`config.mk`:
```
export PLATFORM = sky130hd
export DESIGN_NAME = imem_arbiter
export DESIGN_NICKNAME = d
export VERILOG_FILES = /design/src/rtl/imem_arbiter.sv
export SDC_FILE = /design/constraint.sdc
export NUM_CORES = 1
export LEC_CHECK = 0
export CAP_MARGIN = 20
export CORE_MARGIN = 2
export CORE_UTILIZATION = 50
export CTS_CLUSTER_SIZE = 30
export DETAILED_ROUTE_END_ITERATION = 7
export DONT_BUFFER_PORTS = 1
export PLACE_DENSITY_LB_ADDON = 0.2
export SETUP_SLACK_MARGIN = 0.4
export SYNTH_ARGS = -nofsm -noshare
export SYNTH_HDL_FRONTEND = slang
export SYNTH_SLANG_ARGS = --single-unit
export TNS_END_PERCENT = 100
```
`constraint.sdc`:
```
create_clock -name clk -period 2.82 [get_ports clk]
set_clock_uncertainty 0.2 [all_clocks]
set_input_delay 0.282 -clock clk [delete_from_list [all_inputs] [get_ports clk]]
set_output_delay 0.282 -clock clk [all_outputs]
set_load 0.05 [all_outputs]
```
`src/rtl/imem_arbiter.sv`:
```
// Two-port (fetch/debug) arbiter and single-slot response sequencer for the instruction memory.
// Optional grant counters are enabled by defining IMEM_ARB_GRANT_CNT_EN.
module imem_arbiter #(
    parameter int unsigned AW    = 6,
    parameter int unsigned DW    = 32,
    parameter int unsigned CNT_W = 16
) (
    input  logic             clk,
    input  logic             rst_n,
    input  logic             f_req_valid,
    output logic             f_req_ready,
    input  logic [AW-1:0]    f_req_addr,
    output logic             f_resp_valid,
    input  logic             f_resp_ready,
    output logic [DW-1:0]    f_resp_data,
    input  logic             d_req_valid,
    output logic             d_req_ready,
    input  logic [AW-1:0]    d_req_addr,
    output logic             d_resp_valid,
    input  logic             d_resp_ready,
    output logic [DW-1:0]    d_resp_data,
    input  logic             flush,
    output logic [AW-1:0]    mem_addr,
    input  logic [DW-1:0]    mem_rdata,
    output logic [CNT_W-1:0] f_grant_cnt,
    output logic [CNT_W-1:0] d_grant_cnt
);

    localparam logic [0:0] StIdle = 1'b0;
    localparam logic [0:0] StHold = 1'b1;
    localparam logic PortF = 1'b0;
    localparam logic PortD = 1'b1;

    logic [0:0]    state_q, state_d;
    logic          owner_q, owner_d;
    logic          last_grant_q, last_grant_d;
    logic [DW-1:0] resp_data_q, resp_data_d;

    logic free;
    logic f_elig, d_elig;
    logic grant_f, grant_d;

    always_comb begin
        f_resp_valid = (state_q == StHold) && (owner_q == PortF);
        d_resp_valid = (state_q == StHold) && (owner_q == PortD);
        f_resp_data  = resp_data_q;
        d_resp_data  = resp_data_q;

        free = (state_q == StIdle)
            || (f_resp_valid && f_resp_ready)
            || (d_resp_valid && d_resp_ready)
            || (f_resp_valid && flush);

        // A redirect blocks new fetches in the same cycle; debug may still proceed.
        f_elig = f_req_valid && !flush;
        d_elig = d_req_valid;

        grant_f = free && f_elig && (!d_elig || last_grant_q == PortD);
        grant_d = free && d_elig && (!f_elig || last_grant_q == PortF);

        f_req_ready = grant_f;
        d_req_ready = grant_d;

        if (grant_f) begin
            mem_addr = f_req_addr;
        end else if (grant_d) begin
            mem_addr = d_req_addr;
        end else begin
            mem_addr = '0;
        end
    end

    always_comb begin
        state_d      = state_q;
        owner_d      = owner_q;
        last_grant_d = last_grant_q;
        resp_data_d  = resp_data_q;
        if (grant_f || grant_d) begin
            state_d      = StHold;
            owner_d      = grant_d ? PortD : PortF;
            last_grant_d = grant_d ? PortD : PortF;
            resp_data_d  = mem_rdata;
        end else if (free) begin
            state_d = StIdle;
        end
    end

    always_ff @(posedge clk or negedge rst_n) begin
        if (!rst_n) begin
            state_q      <= StIdle;
            owner_q      <= PortF;
            last_grant_q <= PortD;
            resp_data_q  <= '0;
        end else begin
            state_q      <= state_d;
            owner_q      <= owner_d;
            last_grant_q <= last_grant_d;
            resp_data_q  <= resp_data_d;
        end
    end

`ifdef IMEM_ARB_GRANT_CNT_EN
    localparam logic [CNT_W-1:0] CntOne = {{(CNT_W-1){1'b0}}, 1'b1};

    logic [CNT_W-1:0] f_cnt_q, f_cnt_d;
    logic [CNT_W-1:0] d_cnt_q, d_cnt_d;

    // Counters saturate at all-ones rather than wrapping.
    always_comb begin
        f_cnt_d = f_cnt_q;
        d_cnt_d = d_cnt_q;
        if (grant_f && (f_cnt_q != '1)) begin
            f_cnt_d = f_cnt_q + CntOne;
        end
        if (grant_d && (d_cnt_q != '1)) begin
            d_cnt_d = d_cnt_q + CntOne;
        end
    end

    always_ff @(posedge clk or negedge rst_n) begin
        if (!rst_n) begin
            f_cnt_q <= '0;
            d_cnt_q <= '0;
        end else begin
            f_cnt_q <= f_cnt_d;
            d_cnt_q <= d_cnt_d;
        end
    end

    assign f_grant_cnt = f_cnt_q;
    assign d_grant_cnt = d_cnt_q;
`else
    assign f_grant_cnt = '0;
    assign d_grant_cnt = '0;
`endif

endmodule

```
# Word-level counts from Yosys, hierarchy flattened
# Cells that the tools add are included.
# totals
reg_bits	35
word_cells	32
out_inout_bits	106
inputBits	51
# classes
n_bitwise	3
n_mux	5
n_reduce_logical	20
# op_table
operator	count
$mux 6	2
$logic_and 1x1->1	10
$logic_or 1x1->1	6
$logic_not 1->1	3
$mux 1	3
$not 1->1	3
$reduce_bool 2->1	1

# Longest topological paths before layout
# Gate-level depths: netlist of run 1.
# depth
depth_word	10
ltp_mapped	5
depth_no_buf	3

# Worst setup path before layout of run 1
# No wires, ideal clock.
# synth_path
path_type	register to register
startpoint	reg last_grant_q
endpoint	reg owner_q
path_slack_ns	0.312
path_buffers	0
arrival_time_ns	2.103
stages_incl_launch_ff	4
period_less_slack_ns	2.508
setup_time_ns	0.205
required_time_ns	2.415
path_cell_list	dfstp_2 > nor2b_1 > a211oi_1 > o22ai_1
# synth_via
elab_cells_between_ends	7
cone_classes	1 x mux; 1 x bitwise; 5 x reduce/logical
# synth_lines
element	line_no	source
from (decl)	36	logic last_grant_q, last_grant_d;
from (signal assigned)	92	last_grant_q <= PortD;
from (signal assigned)	97	last_grant_q <= last_grant_d;
$logic_or 1x1->1	58	grant_f = free && f_elig && (!d_elig || last_grant_q == PortD);
$logic_and 1x1->1	58	
via f_req_ready	11	output logic f_req_ready,
$logic_or 1x1->1	78	if (grant_f || grant_d) begin
to (signal assigned)	91	owner_q <= PortF;
to (signal assigned)	96	owner_q <= owner_d;
to (decl)	35	logic owner_q, owner_d;
# The timed path passes the listed nets, and every way through them passes these cells.
# A chain may end at the register's enable or synchronous reset.

# Final worst setup path of run 1
# layout_path
startpoint	reg owner_q
endpoint	out mem_addr[4]
# layout_via
elab_chain_len	10
elab_cells_between_ends	15
cone_classes	2 x mux; 1 x bitwise; 12 x reduce/logical
# layout_lines
element	line_no	source
$not 1->1	44	f_resp_valid = (state_q == StHold) && (owner_q == PortF);
$logic_and 1x1->1	44	
$logic_and 1x1->1	50	|| (f_resp_valid && f_resp_ready)
$logic_or 1x1->1	50	
$logic_or 1x1->1	51	|| (d_resp_valid && d_resp_ready)
$logic_or 1x1->1 (*)	52	|| (f_resp_valid && flush);
$logic_and 1x1->1 (2 in series)	59	grant_d = free && d_elig && (!f_elig || last_grant_q == PortF);
$mux 6	66	end else if (grant_d) begin
$mux 6 (*)	64	if (grant_f) begin
to (decl)	23	output logic [AW-1:0] mem_addr,
# Mark *: on every way between the ends. The rest lies on a longest branch, timed or not.

==> reports/results.ini, run 1 <==
[run_status]
status = complete, no violations

[critical_path]
path_cells = or4b_4, nand3_4, o22ai_1, buf_4
path_class = reg -> out
critPathSlowestCell = or4b_4
worstPathArrival_ns = 1.80
max_stage_delay_ns = 0.61
cp_max_fo = 9
crit_required_ns = 2.34
critPathLaunchType = flip-flop
crit_family = simple AND/OR/NAND/NOR gates
worst-path-buf-inv = 1
critPathCaptureType = output port

[global_route]
antenna_found_initial = 0
grt_pass1_vias = 1241
grt-ovfl-total = 0
grt_util_all_layers_pct = 17.6
grt_pass1_wl_microns = 6600
grt_max_degree = 36

[logic_synthesis]
ys_types = 25
syn-cell-area_sq_um = 2160
ys_warn_count = 0
synth-seq-cells = 35
yosysSeqAreaShare_pct = 40.7
avgSynthCellArea_sq_um = 12.2
netlist_instances = 177

[clocking]
path_clk_slew_ns = 0.07
cts_buffers = 5
clkSinkCount = 35
cts_setup_buffers = 0
cts_max_level = 2
cts_tree = built
clk_path_buf_depth = 2
cts_root_buf = clkbuf_8
clkLatencyLatePin_ns = 0.28

[detailed_routing]
firstDrtPassIters = 6
drc = 0
via_per_inst = 5.10
drtAntennaViolNets = 0
wl_microns = 4390
vias = 1235
drt-initial-drc-count = 31
wl_per_cell_microns = 18.1

[timing]
finalHoldWorstSlack_ns = 0.0413
fin_crit_sh_pct = 80.9
setup_viol = 0
finalSetupTns_ns = 0
rsz0062_at_grt = false
max_slew.worst_pin.slew_ns = 0.954
hold_viol = 0
slew_headroom_pct = 36.4
clock.fmax_mhz = 438
slew_violations = 0
min_period_ns = 2.28
setup_slack_ns = 0.538

[floorplanning]
dieArea_sq_um = 4850
core_sq_um = 4090
die_height_microns = 69.7
start_util_pct = 52.8
io_pins = 157
placement_rows = 23
die_x_microns = 69.7

[placement]
hpwl_microns = 2850
postPlaceCellArea_sq_um = 1880
place.gp.congestion = 0.790
io_buffers = 0
place_ws_ns = 0.683

[pwr]
p_per_area_nw_per_um2 = 1120
cellLeakagePower_nw = 1.13
vdd_drop_max_v = 0.000361

[min_path]
hold_class = in -> reg

[run]
cap_violations = 0

[final_layout]
drive_gt1_share_pct = 29.2
n_antenna_cell = 0
post-route-util_pct = 58.0
area_growth_pct = 9.87
fin_area_sq_um = 2370
layout.nets = 242

[cell usage in the layout (no fill, tap or decap), types with 2 or more instances in the layout]
master	count
and2_1	2
o22ai_1	7
nand2b_1	2
nor2_1	3
mux2_4	30
conb_1	32
inv_1	2
buf_12	2
dlygate4sd3_1	34
nand3_1	6
buf_4	9
o21ai_0	6
mux2_2	2
nor2b_1	3
dfrtp_1	34
clkbuf_8	6
[routing by layer]
metal | track usage [%] | part of all wire, % | vias up
met2 | 32.2 | 53 | 90
met1 | 18.1 | 35 | 608
met5 | 0 | 0 | -
met4 | 6.62 | 1.7 | 0
met3 | 6.69 | 9.9 | 7
li1 | - | - | 530
[flip-flops by register name, summed over array words and instances (netlist names)]
register,flops
d_resp_data,32
last_grant_q,1
owner_q,1
state_q,1
[what timing repair did]
action                     4_1_cts  5_1_grt
hold buffers                    34        1
setup endpoints to repair        6        1
gates resized for setup          1        1
hold endpoints to repair        67        1
[path summary, 6_finish.rpt]
| check | start | depth (start not counted) | endpoint | slack, ns |
|---|---|---|---|---|
| setup / recovery | owner_q$_DFFE_PN0P_ | 4 | mem_addr[4] | 0.54 |
| max in group asynchronous | rst_n | 2 | last_grant_q$_DFFE_PN1P_ | 1.91 |
| hold / removal | d_req_valid | 2 | state_q$_DFFE_PN0P_ | 0.04 |
| setup reg to reg | owner_q$_DFFE_PN0P_ | 4 | d_resp_data[6]$_DFFE_PN0P_ | 0.68 |
| hold reg to reg | last_grant_q$_DFFE_PN1P_ | 2 | last_grant_q$_DFFE_PN1P_ | 0.27 |
| min in group asynchronous | rst_n | 2 | d_resp_data[23]$_DFFE_PN0P_ | 0.26 |
[where the power goes]
| part | total [W] | internal (W) | switching (W) |
|---|---|---|---|
| sequential | 0.00159 | 0.000609 | 0.000983 |
| combinational | 0.000599 | 0.000278 | 0.000321 |
| clock | 0.000457 | 0.000286 | 0.000172 |
| total | 0.00265 | 0.00117 | 0.00148 |
[kinds of logic after synthesis]
kind of cell	count (synthesis)	share of synthesized area, %
buf+inv	71	25.8
flops	35	40.7
mux	33	22.4
simple gates	20	5.57
compound gates	17	5.34
other cells	1	0.174
[Yosys cell counts]
library cell  instances  area share (%)
a211oi_1              1            0.35
a21oi_1               1            0.23
and2_1                2            0.58
and4_1                1            0.41
buf_1                 1            0.17
buf_12                3             2.8
buf_2                 1            0.23
buf_4                64              22
conb_1                1            0.17
dfrtp_1              34              39
dfstp_2               1             1.2
inv_1                 2            0.35
mux2_2                2             1.0
mux2_4               30              21
mux2i_1               1            0.46
nand2b_1              2            0.58
nand3_1               7             1.6
nand3b_1              1            0.35
nor2_1                3            0.52
nor2b_1               3            0.87
o211ai_1              1            0.35
o211ai_4              1            0.99
o21ai_0               6             1.4
o22ai_1               7             2.0
or4b_4                1            0.64
[through the flow]
stage | std cells | total power, W
6_report | 242 | 0.00265
5_1_grt | 242 | 0.00273
4_1_cts | 241 | 0.00266
3_5_place_dp | 199 | 0.00214
3_3_place_gp | 199 | 0.00213
2_1_floorplan | 208 | 0.00227
[final cells by class]
class	instances	area, sq um
Sequential cell	35	877
Tap cell	50	62.6
Fill cell	341	1720
Multi-Input combinational cell	102	856
Timing Repair Buffer	45	448
Inverter	2	7.51
Clock buffer	6	82.6
Clock inverter	2	35.0
Power figures use the tool's default switching activity.
==> inputs of run 2 (changes only) <==
--- a/config.mk
+++ b/config.mk
@@ -5,6 +5,7 @@
 export SDC_FILE = /design/constraint.sdc
 export NUM_CORES = 1
 export LEC_CHECK = 0
+export ABC_AREA = 1
 export CAP_MARGIN = 20
 export CORE_MARGIN = 2
 export CORE_UTILIZATION = 50
==> constraint.sdc (replaced) <==
create_clock -name clk -period 2.2 [get_ports clk]
set_clock_uncertainty 0.2 [all_clocks]
set_input_delay 0.22 -clock clk [delete_from_list [all_inputs] [get_ports clk]]
set_output_delay 0.22 -clock clk [all_outputs]
set_load 0.05 [all_outputs]
==> reports/results.ini, run 2 <==
[critical_path]
critPathLaunchType = flip-flop  ; unchanged
worstPathArrival_ns = 1.54  ; was 1.80 ns
critPathCaptureType = output port  ; unchanged
path_class = reg -> out  ; unchanged
crit_required_ns = 1.78  ; was 2.34 ns
cp_max_fo = 7  ; was 9

[floorplanning]
io_pins = 157  ; unchanged
core_sq_um = 3940  ; was 4090 sq um
die_height_microns = 67.4  ; was 69.7 microns
placement_rows = 23  ; unchanged
die_x_microns = 67.4  ; was 69.7 microns
start_util_pct = 51.0  ; was 52.8%
dieArea_sq_um = 4550  ; was 4850 sq um

[detailed_routing]
via_per_inst = 4.61  ; was 5.10
vias = 1646  ; was 1235
drt-initial-drc-count = 57  ; was 31
drc = 0  ; unchanged
drtAntennaViolNets = 0  ; unchanged
wl_per_cell_microns = 12.9  ; was 18.1 microns
wl_microns = 4610  ; was 4390 microns
firstDrtPassIters = 4  ; was 6

[placement]
place.gp.congestion = 0.780  ; was 0.790
hpwl_microns = 2900  ; was 2850 microns
place_ws_ns = 0.361  ; was 0.683 ns
io_buffers = 0  ; unchanged

[timing]
finalSetupTns_ns = 0  ; unchanged
hold_viol = 0  ; unchanged
rsz0062_at_grt = true  ; was false
clock.fmax_mhz = 510
min_period_ns = 1.96
fin_crit_sh_pct = 89.2
setup_slack_ns = 0.238  ; was 0.538 ns
slew_violations = 0  ; unchanged
setup_viol = 0  ; unchanged

[global_route]
top_usage_layer = met2  ; unchanged
grt_pass1_wl_microns = 7030  ; was 6600 microns
grt_util_all_layers_pct = 21.1  ; was 17.6%
grt-ovfl-total = 0  ; unchanged
use_met2_pct = 39.4  ; was 32.2%
antenna_found_initial = 0  ; unchanged
use_met3_pct = 5.33  ; was 6.69%
grt_max_degree = 36  ; unchanged
grtUsageMet1_pct = 22.5  ; was 18.1%
grt_pass1_vias = 1558  ; was 1241

[run]
cap_violations = 0  ; unchanged

[logic_synthesis]
netlist.area_leader.share_pct = 42.3  ; was 39.5%
yosysMostFrequentCell = nand2_1  ; was buf_4
synthTopCellsByCount = nand2_1, buf_4, nand3_1, dfrtp_1, inv_1  ; was buf_4, dfrtp_1, mux2_4, nand3_1, o22ai_1
ys_warn_count = 0  ; unchanged
synth-edff-count = 0  ; unchanged
ys_types = 17  ; was 25
netlist_instances = 248  ; was 177
avgSynthCellArea_sq_um = 8.11  ; was 12.2 sq um
synth_top_area_cell = dfrtp_1  ; unchanged
ys_async_sr_fraction_pct = 100  ; unchanged
synth-seq-cells = 35  ; unchanged
yosysSeqAreaShare_pct = 43.6  ; was 40.7%
syn-cell-area_sq_um = 2010  ; was 2160 sq um
synth-main-ff-cell = dfrtp_1  ; unchanged
synth.area.top_cells = dfrtp_1, buf_4, nand2_1  ; was dfrtp_1, buf_4, mux2_4

[clocking]
clk_path_buf_depth = 2  ; unchanged
clkSinkCount = 35  ; unchanged
path_clk_slew_ns = 0.06  ; was 0.07 ns
cts_buffers = 5  ; unchanged
cts_root_buf = clkbuf_8  ; unchanged
cts_tree = built  ; unchanged
clkLatencyLatePin_ns = 0.27  ; was 0.28 ns
cts_max_level = 2  ; unchanged

[final_layout]
final_common_cell = nand2_1
final_cell_mix = nand2_1, buf_4, nand3_1, dlygate4sd3_1  ; was dfrtp_1, dlygate4sd3_1, conb_1, mux2_4, buf_4
largest_reg_flops = 32  ; unchanged
layout.nets = 358  ; was 242
drive_gt1_share_pct = 31.6  ; was 29.2%
area_growth_pct = 35.1  ; was 9.87%
n_antenna_cell = 0  ; unchanged

[run_status]
status = complete, no violations  ; unchanged

[min_path]
hold_class = in -> async  ; was in -> reg

-- run 2: cell types whose count changed after synthesis, moves of 3 or more --
cell,before,now
inv_1,2,6
buf_12,3,0
o22ai_1,7,0
nor2b_1,3,0
nand2_1,0,87
buf_6,0,3
mux2_4,30,0
o21ai_0,6,2
clkbuf_1,0,3
nand3_1,7,35
inv_2,0,3
-- run 2: layout make-up --
| cell class | instances | area, sq um |
|---|---|---|
| repair inverters | 1 | 7.51 |
| well taps | 50 | 62.6 |
| fillers | 318 | 1220 |
| clock buffers | 6 | 82.6 |
| repair buffers | 93 | 828 |
| flip-flops and latches | 35 | 880 |
| inverters | 9 | 40.0 |
| clock inverters | 1 | 5.00 |
| multi-input cells | 162 | 812 |
-- run 2: per-stage QoR --
step | std cells | hold WS [ns] | utilization (%) | cell area (sq um)
after floorplan | 279 | -0.276 | - | 2210
after global placement | 301 | -0.275 | 52.4 | 2070
after detailed placement | 301 | -0.274 | 52.4 | 2070
after CTS | 354 | 0.182 | 67.0 | 2640
after global routing | 357 | 0.193 | 68.9 | 2720
final | 357 | 0.181 | 68.9 | 2720
-- run 2: metal layers --
metal	share of wire, %	vias to the layer above	wire (microns)
li1	-	791	-
met1	39	752	1780
met2	51	96	2360
met3	8.7	7	400
met4	1.5	0	67
met5	0	-	0
-- run 2: logic make-up (layout without fill, tap and decap cells) --
| family | count (synthesis) | after routing | synth area share [%] |
|---|---|---|---|
| flops | 35 | 35 | 43.6 |
| simple gates | 127 | 127 | 26.8 |
| buf+inv | 82 | 110 | 28.5 |
| compound gates | 3 | 3 | 0.871 |
| other cells | 1 | 32 | 0.186 |
-- run 2: worst paths after layout --
path,from,to,slack [ns],cells after the start
max in group asynchronous,rst_n,last_grant_q$_DFFE_PN1P_,1.36,2
setup reg to reg,owner_q$_DFFE_PN0P_,d_resp_data[27]$_DFFE_PN0P_,0.47,9
hold reg to reg,d_resp_data[20]$_DFFE_PN0P_,d_resp_data[20]$_DFFE_PN0P_,0.31,2
setup / recovery,owner_q$_DFFE_PN0P_,mem_addr[2],0.24,8
hold / removal,rst_n,d_resp_data[3]$_DFFE_PN0P_,0.18,2
min in group clk,flush,last_grant_q$_DFFE_PN1P_,0.23,5
-- run 2: repair_timing --
action,in CTS,in global routing
hold endpoints to repair,67,0
setup buffers,11,3
pin swaps,15,12
gates resized for setup,11,12
gates cloned,1,0
hold buffers,34,0
endpoints found under the setup margin,8,41
-- run 2: worst max-delay path, stage by stage, from the launching register on --
cell	delay, ns
dfrtp_2	0.44
buf_6	0.13
nor2_4	0.08
nand2_2	0.07
nand2_4	0.07
nand2_4	0.06
clkinvlp_4	0.17
nand2_2	0.09
nand2_4	0.15
Power of run 2 is left out: the tool's default activity adds up to more than one toggle a clock period on the data nets, which glitch-free logic cannot reach.
